## src/rtl/uart_block_tx_pkg.sv

```systemverilog
// Shared definitions for the 128-bit block UART transmitter.
//   tx_state_e        : byte-engine FSM encoding (IDLE, START, DATA, STOP)
//   DEF_CLOCK_PER_BIT : default clocks per bit (100 MHz / 9600 baud)
//   DEF_CNT_W         : default baud counter width
//   BYTES_PER_BLOCK   : bytes sent per block (16)
package uart_block_tx_pkg;

  typedef enum logic [1:0] {
    ST_IDLE  = 2'd0,
    ST_START = 2'd1,
    ST_DATA  = 2'd2,
    ST_STOP  = 2'd3
  } tx_state_e;

  localparam int DEF_CLOCK_PER_BIT = 10417;
  localparam int DEF_CNT_W         = 14;
  localparam int BYTES_PER_BLOCK   = 16;
  localparam int BLOCK_W           = 8 * BYTES_PER_BLOCK;

endpackage

```

## src/rtl/uart_byte_tx.sv

```systemverilog
// One 8N1 byte transmitter, LSB first, no parity.
//   clk, rst : system clock, synchronous active-high reset
//   start    : load data and begin a frame (honoured only while ready)
//   data     : byte to send
//   tx       : registered serial line, idles high
//   ready    : engine can take start this cycle -- idle, or in the last
//              cycle of a stop bit so frames can be chained with no gap
module uart_byte_tx
  import uart_block_tx_pkg::*;
#(
  parameter int CLOCK_PER_BIT = DEF_CLOCK_PER_BIT,
  parameter int CNT_W         = DEF_CNT_W
) (
  input  logic       clk,
  input  logic       rst,
  input  logic       start,
  input  logic [7:0] data,
  output logic       tx,
  output logic       ready
);

  tx_state_e        state, state_n;
  logic [CNT_W-1:0] baud, baud_n;
  logic [2:0]       bit_idx, bit_idx_n;
  logic [7:0]       sh, sh_n;
  logic             tx_n;
  logic             baud_end;

  assign baud_end = (baud == CNT_W'(CLOCK_PER_BIT - 1));
  assign ready    = (state == ST_IDLE) || ((state == ST_STOP) && baud_end);

  always_ff @(posedge clk) begin
    if (rst) begin
      state   <= ST_IDLE;
      baud    <= '0;
      bit_idx <= '0;
      sh      <= '0;
      tx      <= 1'b1;
    end else begin
      state   <= state_n;
      baud    <= baud_n;
      bit_idx <= bit_idx_n;
      sh      <= sh_n;
      tx      <= tx_n;
    end
  end

  // tx_n is the line level for the next cycle, so tx changes exactly on
  // the period boundary the baud counter marks.
  always_comb begin
    state_n   = state;
    baud_n    = baud + 1'b1;
    bit_idx_n = bit_idx;
    sh_n      = sh;
    tx_n      = tx;
    unique case (state)
      ST_IDLE: begin
        baud_n = '0;
        tx_n   = 1'b1;
        if (start) begin
          state_n = ST_START;
          sh_n    = data;
          tx_n    = 1'b0;
        end
      end
      ST_START: begin
        if (baud_end) begin
          state_n   = ST_DATA;
          baud_n    = '0;
          bit_idx_n = '0;
          tx_n      = sh[0];
        end
      end
      ST_DATA: begin
        if (baud_end) begin
          baud_n = '0;
          if (bit_idx == 3'd7) begin
            state_n = ST_STOP;
            tx_n    = 1'b1;
          end else begin
            bit_idx_n = bit_idx + 3'd1;
            tx_n      = sh[bit_idx + 3'd1];
          end
        end
      end
      ST_STOP: begin
        if (baud_end) begin
          baud_n = '0;
          if (start) begin
            state_n = ST_START;
            sh_n    = data;
            tx_n    = 1'b0;
          end else begin
            state_n = ST_IDLE;
            tx_n    = 1'b1;
          end
        end
      end
      default: begin
        state_n = ST_IDLE;
        baud_n  = '0;
        tx_n    = 1'b1;
      end
    endcase
  end

endmodule

```

## src/rtl/uart_block_tx.sv

```systemverilog
// Sends a 128-bit block as 16 back-to-back 8N1 UART bytes, MSB byte first.
//   clk, rst    : system clock, synchronous active-high reset
//   block_data  : block to send, sampled on the accept event
//   block_valid : level; only its rising edge starts a transmission
//   tx          : serial line (idles high)
//   busy        : transmission in progress
//   done        : one-cycle pulse when the last stop bit completes
//   overrun     : one-cycle pulse for a rising edge that could not be taken
module uart_block_tx
  import uart_block_tx_pkg::*;
#(
  parameter int CLOCK_PER_BIT = DEF_CLOCK_PER_BIT,
  parameter int CNT_W         = DEF_CNT_W
) (
  input  logic               clk,
  input  logic               rst,
  input  logic [BLOCK_W-1:0] block_data,
  input  logic               block_valid,
  output logic               tx,
  output logic               busy,
  output logic               done,
  output logic               overrun
);

  logic               valid_q;
  logic               accept, can_accept, last_byte;
  logic               byte_start, byte_ready;
  logic [7:0]         byte_data;
  logic [3:0]         byte_cnt;
  logic [BLOCK_W-1:0] shift_q;

  assign accept     = block_valid & ~valid_q;
  // The done cycle still counts as busy: an edge landing there is an overrun.
  assign can_accept = ~busy & ~done;
  assign last_byte  = (byte_cnt == 4'(BYTES_PER_BLOCK - 1));

  // Byte 0 goes straight from block_data to the engine so tx drops on the
  // cycle after the edge; later bytes are chained in the stop bit's last
  // cycle. While busy the engine is never idle, so ready means end-of-byte.
  assign byte_start = (accept & can_accept) | (busy & byte_ready & ~last_byte);
  assign byte_data  = busy ? shift_q[BLOCK_W-1 -: 8] : block_data[BLOCK_W-1 -: 8];

  always_ff @(posedge clk) begin
    if (rst) begin
      valid_q  <= 1'b0;
      busy     <= 1'b0;
      done     <= 1'b0;
      overrun  <= 1'b0;
      byte_cnt <= '0;
      shift_q  <= '0;
    end else begin
      valid_q <= block_valid;
      done    <= 1'b0;
      overrun <= 1'b0;
      if (accept) begin
        if (can_accept) begin
          // byte 0 is already in flight; queue bytes 1..15 at the top
          shift_q  <= {block_data[BLOCK_W-9:0], 8'h00};
          byte_cnt <= '0;
          busy     <= 1'b1;
        end else begin
          overrun <= 1'b1;
        end
      end
      if (busy && byte_ready) begin
        if (last_byte) begin
          busy <= 1'b0;
          done <= 1'b1;
        end else begin
          byte_cnt <= byte_cnt + 4'd1;
          shift_q  <= {shift_q[BLOCK_W-9:0], 8'h00};
        end
      end
    end
  end

  uart_byte_tx #(
    .CLOCK_PER_BIT(CLOCK_PER_BIT),
    .CNT_W        (CNT_W)
  ) u_byte (
    .clk  (clk),
    .rst  (rst),
    .start(byte_start),
    .data (byte_data),
    .tx   (tx),
    .ready(byte_ready)
  );

endmodule
```

## config.mk

```make
export PLATFORM = sky130hd
export DESIGN_NAME = uart_block_tx
export DESIGN_NICKNAME = d
export VERILOG_FILES = /design/src/rtl/uart_block_tx_pkg.sv /design/src/rtl/uart_byte_tx.sv /design/src/rtl/uart_block_tx.sv
export SDC_FILE = /design/constraint.sdc
export NUM_CORES = 1
export LEC_CHECK = 0
export ABC_AREA = 1
export CAP_MARGIN = 0
export CORE_ASPECT_RATIO = 1.2
export CORE_MARGIN = 4
export CORE_UTILIZATION = 45
export CTS_CLUSTER_SIZE = 25
export DETAILED_ROUTE_END_ITERATION = 8
export HOLD_SLACK_MARGIN = 0.03
export PLACE_DENSITY = 0.69
export SLEW_MARGIN = 5
export SYNTH_ARGS = -nofsm -noshare
export SYNTH_HDL_FRONTEND = slang
export SYNTH_SLANG_ARGS = --single-unit
```

## constraint.sdc

```tcl
create_clock -name clk -period 2.8 [get_ports clk]
set_clock_uncertainty 0.15 [all_clocks]
set_input_delay 0.28 -clock clk [delete_from_list [all_inputs] [get_ports clk]]
set_output_delay 0.28 -clock clk [all_outputs]
set_load 0.005 [all_outputs]
```

==> results of run 1 <==
==> critical path, cell delays in order, from the launching register on <==
cell	delay (ns)
dfxtp_1	0.43
inv_2	0.06
nor2_1	0.09
nand2_1	0.06
nor2_1	0.11
nand3_1	0.12
nand2_2	0.14
nand3_4	0.16
nand2_2	0.27
nand3_2	0.22
inv_1	0.26
a21oi_1	0.10
==> cell usage in the layout (no fill, tap or decap), drive strengths merged, types with 12 or more instances in the layout <==
| cell | netlist | final |
|---|---|---|
| a21oi | 30 | 30 |
| clkbuf | 34 | 25 |
| nor2 | 151 | 151 |
| clkdlybuf4s50 | 0 | 133 |
| nand2 | 302 | 302 |
| a311oi | 120 | 120 |
| o21ai | 15 | 15 |
| dfxtp | 164 | 164 |
| nand3 | 15 | 15 |
| buf | 36 | 12 |
| inv | 44 | 44 |
==> area by class of cell <==
cell class	instances	area (µm²)	area share
clock buffer	25	485	0.0487
sequential	164	3280	0.329
clock inverter	5	75.1	0.00753
timing repair buffer	145	1500	0.151
inverter	44	168	0.0168
tap	220	275	0.0276
multi-input combinational	681	4180	0.419
==> worst min path at each step <==
stage,start,endpoint,slack [ns]
5_1_grt,rst,shift_q[5],0.20
2_1_floorplan,valid_q,overrun,0.25
3_3_place_gp,valid_q,overrun,0.27
6_report,rst,shift_q[5],0.19
3_5_place_dp,valid_q,overrun,0.27
4_1_cts,rst,shift_q[3],0.18
==> metal layers <==
metal / vias up / share of wire / wire (µm)
li1: 3456 / - / -
met1: 3202 / 0.44 / 8460
met2: 138 / 0.49 / 9420
met3: 37 / 0.044 / 835
met4: 4 / 0.022 / 423
met5: - / 0.0011 / 21
==> cells by family (layout without fill, tap and decap cells) <==
group,count (synthesis),in the layout,synth area share
simple gates,488,488,0.240
compound gates,172,172,0.252
flops,164,164,0.410
buf+inv,114,219,0.0686
fa+ha+maj,10,10,0.0156
mux,8,8,0.0100
xor+xnor,3,3,0.00328
==> flip-flops by register name, indices dropped and copies added, names as in the netlist <==
signal and flops:
u_byte.sh 8, u_byte.bit_idx 3, u_byte.tx 1, u_byte.state 2, byte_cnt 4, u_byte.baud 14
valid_q 1, done 1, busy 1, shift_q 128, overrun 1
==> report_power, final <==
| part | internal [mW] | switching, mW |
|---|---|---|
| combinational | 1.09 | 1.53 |
| clock | 1.37 | 0.890 |
| sequential | 2.90 | 0.318 |
==> through the flow <==
step           instances  hold slack, ns   util  worst slack, ns
2_1_floorplan        959           0.250      -             1.02
3_3_place_gp        1254           0.266  0.537            0.447
5_1_grt             1284           0.200  0.569            0.311
6_report            1284           0.185  0.569            0.507
3_5_place_dp        1254           0.270  0.537            0.394
4_1_cts             1284           0.179  0.569            0.497
==> summary.txt, run 1 <==
Global routing
  – GR peak layer: met2
  – Grt met2 use: 0.306
  – Largest net degree at the start of global routing: 130
  – Number of global-route vias before repair: 6,524
  – First-pass GRT wire length: 31.3 mm
  – Met1 Resource Use GR: 0.252
  – Met3 global-route usage: 0.0452
  – Congestion Overflow GR: 0
  – Gr usage total: 0.192
  – Initial antenna violation count: 2

Cells and area
  – Filler instances: 1,599
  – Layout cells sized above 1: 0.148
  – Design Area, Final: 9970 µm²
  – Inserted Diodes: 0
  – P&R area growth vs syn: 24.5%
  – Nets: 1,194

Clock network
  – Clock root buffer: clkbuf_16
  – Worst skew pair latency: 0.42 ns
  – CTS Buf Count: 17
  – H-Tree Level Count: 4
  – CTS tree: built
  – CTS sink cnt: 164
  – CTS Buffer Depth: 2
  – Hold_buf cts: 0
  – Post-CTS Setup Bufs: 0
  – Clock transition at path regs: 0.06 ns
  – CTS resizes: 0

Pwr
  – Total Power: 8.10 mW
  – Max rail drop VDD: 0.000467 V
  – Static leakage: 3.74 nW
  – Cell Pwr Density: 812 nW/µm²

Flow run
  – Max-Cap Viols: 0

Yosys
  – Sequential cell area fraction in the yosys report: 0.410
  – Asr flop ratio synth: 0
  – Yosys reg bits: 164
  – Post-Syn Area: 8000 µm²
  – Most common library cells after synthesis: nand2_1 (300), dfxtp_1 (164), nor2_1 (150), a311oi_2 (110), inv_1 (43)
  – Dominant cell by count in the synthesized netlist: nand2_1
  – Leading post-synthesis cells by cell area: dfxtp_1 (41%), a311oi_2 (21%), nand2_1 (14%)
  – Post-synthesis net count: 1,100
  – Area leader, netlist: dfxtp_1
  – Number of synthesized flops with an enable pin: 0
  – Mean Syn Cell Area: 8.35 µm²
  – Post-synth cell types: 35
  – Mapped Cells: 959
  – Synth top area share: 0.410
  – Main synth FF type: dfxtp_1
  – Yosys warnings: 0

Placement
  – Port Buffers: 134
  – Cell Area, Placed: 9410 µm²
  – DP Wirelength: 12.6 mm
  – Final GP Congestion: 0.820

Critical path
  – Worst Setup EP: u_byte.sh[1]
  – R2r worst-path depth: 11
  – CP Class: flop to flop
  – Startpoint types: flop
  – Arr. time, crit path: 2.44 ns
  – End of the worst register-to-register path: u_byte.sh[1]
  – Worst Path Max Fanout: 13
  – Critical Path End Type: flop
  – Worst Path Required: 2.94 ns
  – RR Startpoint: u_byte.baud[11]
  – Critical Path Source: u_byte.baud[11]
  – R2R Setup Slk: 0.51 ns

STA
  – F_max: 436 MHz
  – Setup-failing EPs final: 0
  – Final Hold Fails: 0
  – Max-slew headroom: 0.394
  – Setup TNS: 0 ns
  – Min cycle time layout: 2.29 ns
  – RSZ-0062 raised after global routing: false
  – Worst Tran Pin Value: 0.909 ns
  – Final Max Tran Viols: 0
  – Final worst-path cycle share: 0.819

Die
  – Num rows: 53
  – Core Area: 17,500 µm²
  – Die H: 154 µm
  – Die ar.: 20,000 µm²
  – Die W: 130 µm
  – Ports: 135
  – Initial core utilization: 0.457

Drt
  – DRC: 0
  – Total number of vias: 6,837
  – WL/cell: 14.9 µm
  – Final ANT Viol Nets: 0
  – Detailed Route WL: 19.2 mm
  – Vias per cell: 5.32
  – Drt pass-1 iters: 4
  – Starting DRT DRC Count: 440

Min path
  – Worst min-delay path class: input port to flop
  – WHS Path Cells: 5

Run status
  – Status: finished, final reports clean
No activity file was read; power rests on OpenSTA's default activity.
==> run 2: changes to the inputs <==
==> constraint.sdc (replaced) <==
create_clock -name clk -period 2.4 [get_ports clk]
set_clock_uncertainty 0.15 [all_clocks]
set_input_delay 0.24 -clock clk [delete_from_list [all_inputs] [get_ports clk]]
set_output_delay 0.24 -clock clk [all_outputs]
set_load 0.005 [all_outputs]
==> summary.txt, run 2 (same netlist as run 1, synthesis figures left out) <==
Cells and area
  – Commonest non-fill, non-tap cells in the layout: nand2_1 (299), dfxtp_1 (164), nor2_1 (150)
  – Post-route insts no fill: 1,300 (+1.2%)
  – Nets: 1,207 (+1.1%)
  – Largest regs: shift_q x128, u_byte.baud x14, u_byte.sh x8
  – Max reg flops: 128 (unchanged)
  – Largest Register: shift_q
  – Layout cells sized above 1: 0.160 (+0.0128)
  – P&R area growth vs syn: 27.1%
  – Leading cell type in the layout, fill and taps excluded: nand2_1

Placement
  – Port Buffers: 134 (unchanged)
  – Placed Cells: 1,266 (+0.96%)
  – DP Wirelength: 13.0 mm (+3.2%)
  – Final GP Congestion: 0.807 (-1.6%)

Critical path
  – RR Startpoint: u_byte.baud[0]
  – Critical Path Source: u_byte.baud[0]
  – Arr. time, crit path: 2.30 ns (-0.14 ns)
  – Worst path top cell family by delay: simple AND/OR/NAND/NOR gates
  – Crit-path slowest cell: buf_4
  – Worst Path Required: 2.57 ns (-0.37 ns)
  – Crit-path cells: inv_1, ha_1, nand2_1, nor2_1, nand3_1, nand2_2, nand3_4, buf_4, nor2_1, a311oi_1
  – Critical Path End Type: flop
  – CP max stage delay: 0.45 ns (+0.02 ns)
  – Buffers & Inverters on Critical Path: 2 (unchanged)
  – CP dominant cell by count: nor2_1
  – CP Class: flop to flop
  – Worst Path Max Fanout: 42 (+29)
  – Startpoint types: flop

Drt
  – Met1 WL: 9.06 mm (+7.1%)
  – Total number of vias: 6,790 (-0.69%)
  – Met2 wire length: 9.20 mm (-2.4%)
  – DR WL met3: 596 µm (-29%)
  – Highest routed layer: met4
  – Final ANT Viol Nets: 0 (unchanged)
  – Drt pass-1 iters: 5 (+1)
  – Detailed Route WL: 19.1 mm (-0.22%)
  – DRC: 0 (unchanged)
  – Starting DRT DRC Count: 357 (-19%)
  – Vias per cell: 5.22 (-1.9%)
  – WL/cell: 14.7 µm (-1.4%)

STA
  – Min cycle time layout: 2.13 ns (-0.161 ns)
  – RSZ-0062 raised after global routing: false
  – Final Hold Fails: 0 (unchanged)
  – Worst Tran Pin Value: 0.698 ns (-0.211 ns)
  – F_max: 469 MHz (+7.5%)
  – Setup TNS: 0 ns (unchanged)
  – Max-slew headroom: 0.535 (+0.140)
  – Final Max Tran Viols: 0 (unchanged)
  – Setup-failing EPs final: 0 (unchanged)
  – Final worst-path cycle share: 0.889 (+0.0696)

Global routing
  – Gr usage total: 0.193 (+0.00125)
  – Largest net degree at the start of global routing: 81 (-38%)
  – First-pass GRT wire length: 31.8 mm (+1.5%)
  – Initial antenna violation count: 1 (-1)
  – Congestion Overflow GR: 0 (unchanged)
  – Number of global-route vias before repair: 6,565 (+0.63%)

Die
  – Num rows: 53 (unchanged)
  – Initial core utilization: 0.457 (unchanged)
  – Ports: 135 (unchanged)
  – Core Area: 17,500 µm² (unchanged)
  – Die W: 130 µm (unchanged)
  – Die ar.: 20,000 µm² (unchanged)
  – Die H: 154 µm (unchanged)

Run status
  – Status: finished, final reports clean

Pwr
  – Static leakage: 3.84 nW (+2.7%)
  – Cell Pwr Density: 967 nW/µm² (+19%)
  – Clock group share of total power: 0.296 (+0.017)
  – Seq pwr share: 0.382 (-0.016)
  – Pint: 6.58 mW (+23%)
  – Switch share: 0.331 (-0.00647)
  – Comb pwr share: 0.322 (about the same)
  – Max rail drop VDD: 0.000676 V (+45%)
  – Psw: 3.26 mW (+19%)

Min path
  – Hold path start: block_valid
  – Worst min-delay path class: input port to flop

Clock network
  – CTS Buf Count: 17 (unchanged)
  – CTS Buffer Depth: 2 (unchanged)
  – CTS tree: built
  – Clock transition at path regs: 0.06 ns (about the same)
  – Worst skew pair latency: 0.42 ns (about the same)
  – CTS sink cnt: 164 (unchanged)
  – Clock root buffer: clkbuf_16
  – H-Tree Level Count: 4 (unchanged)

Flow run
  – Max-Cap Viols: 0 (unchanged)
run 2: worst register-to-register path: stages, from the launching register on:
cell and delay (ns):
dfxtp_1 0.37, inv_1 0.06, ha_1 0.22, nand2_1 0.07, nor2_1 0.04, nand3_1 0.10
nand2_2 0.10, nand3_4 0.13, buf_4 0.45, nor2_1 0.09, a311oi_1 0.24
run 2: metrics by stage:
step           worst slack, ns   util  cell area, µm²  power [mW]  hold slack, ns
2_1_floorplan            0.616      -            8000        6.18           0.226
3_3_place_gp             0.298  0.545            9530        6.93           0.261
3_5_place_dp             0.290  0.545            9530        6.97           0.263
4_1_cts                  0.265  0.581           10200        9.91           0.218
5_1_grt                 0.0783  0.581           10200        10.5           0.245
6_report                 0.267  0.581           10200        9.83           0.239
run 2: power by group through the flow:
stage	Clock, mW	Combinational (mW)	Sequential [mW]
after floorplan	0	2.49	3.69
after global placement	0	3.13	3.80
after detailed placement	0	3.17	3.79
after CTS	2.96	3.19	3.76
after global routing	3.11	3.52	3.84
final	2.91	3.17	3.76
run 2: layout make-up:
class | count | area (µm²)
well taps | 220 | 275
diodes | 1 | 2.50
fillers | 1605 | 7330
repair buffers | 158 | 1640
flip-flops and latches | 164 | 3280
clock inverters | 9 | 150
multi-input cells | 681 | 4180
inverters | 44 | 168
clock buffers | 23 | 478
run 2: timing repair:
action	in CTS	in global routing
resized for setup	0	0
hold buffers	1	0
hold endpoints to repair	6	0
buffers inserted	0	0
run 2: path summary, 6_finish.rpt:
kind	to	slack, ns	cells past startpoint
max	shift_q[15]	0.27	10
min	valid_q	0.24	3
max reg2reg	shift_q[15]	0.27	10
min reg2reg	overrun	0.27	1
run 2: layer usage:
layer,track usage,up-vias
met5,0,-
met4,0.0609,0
met3,0.0393,22
met2,0.304,121
met1,0.264,3158
li1,-,3489
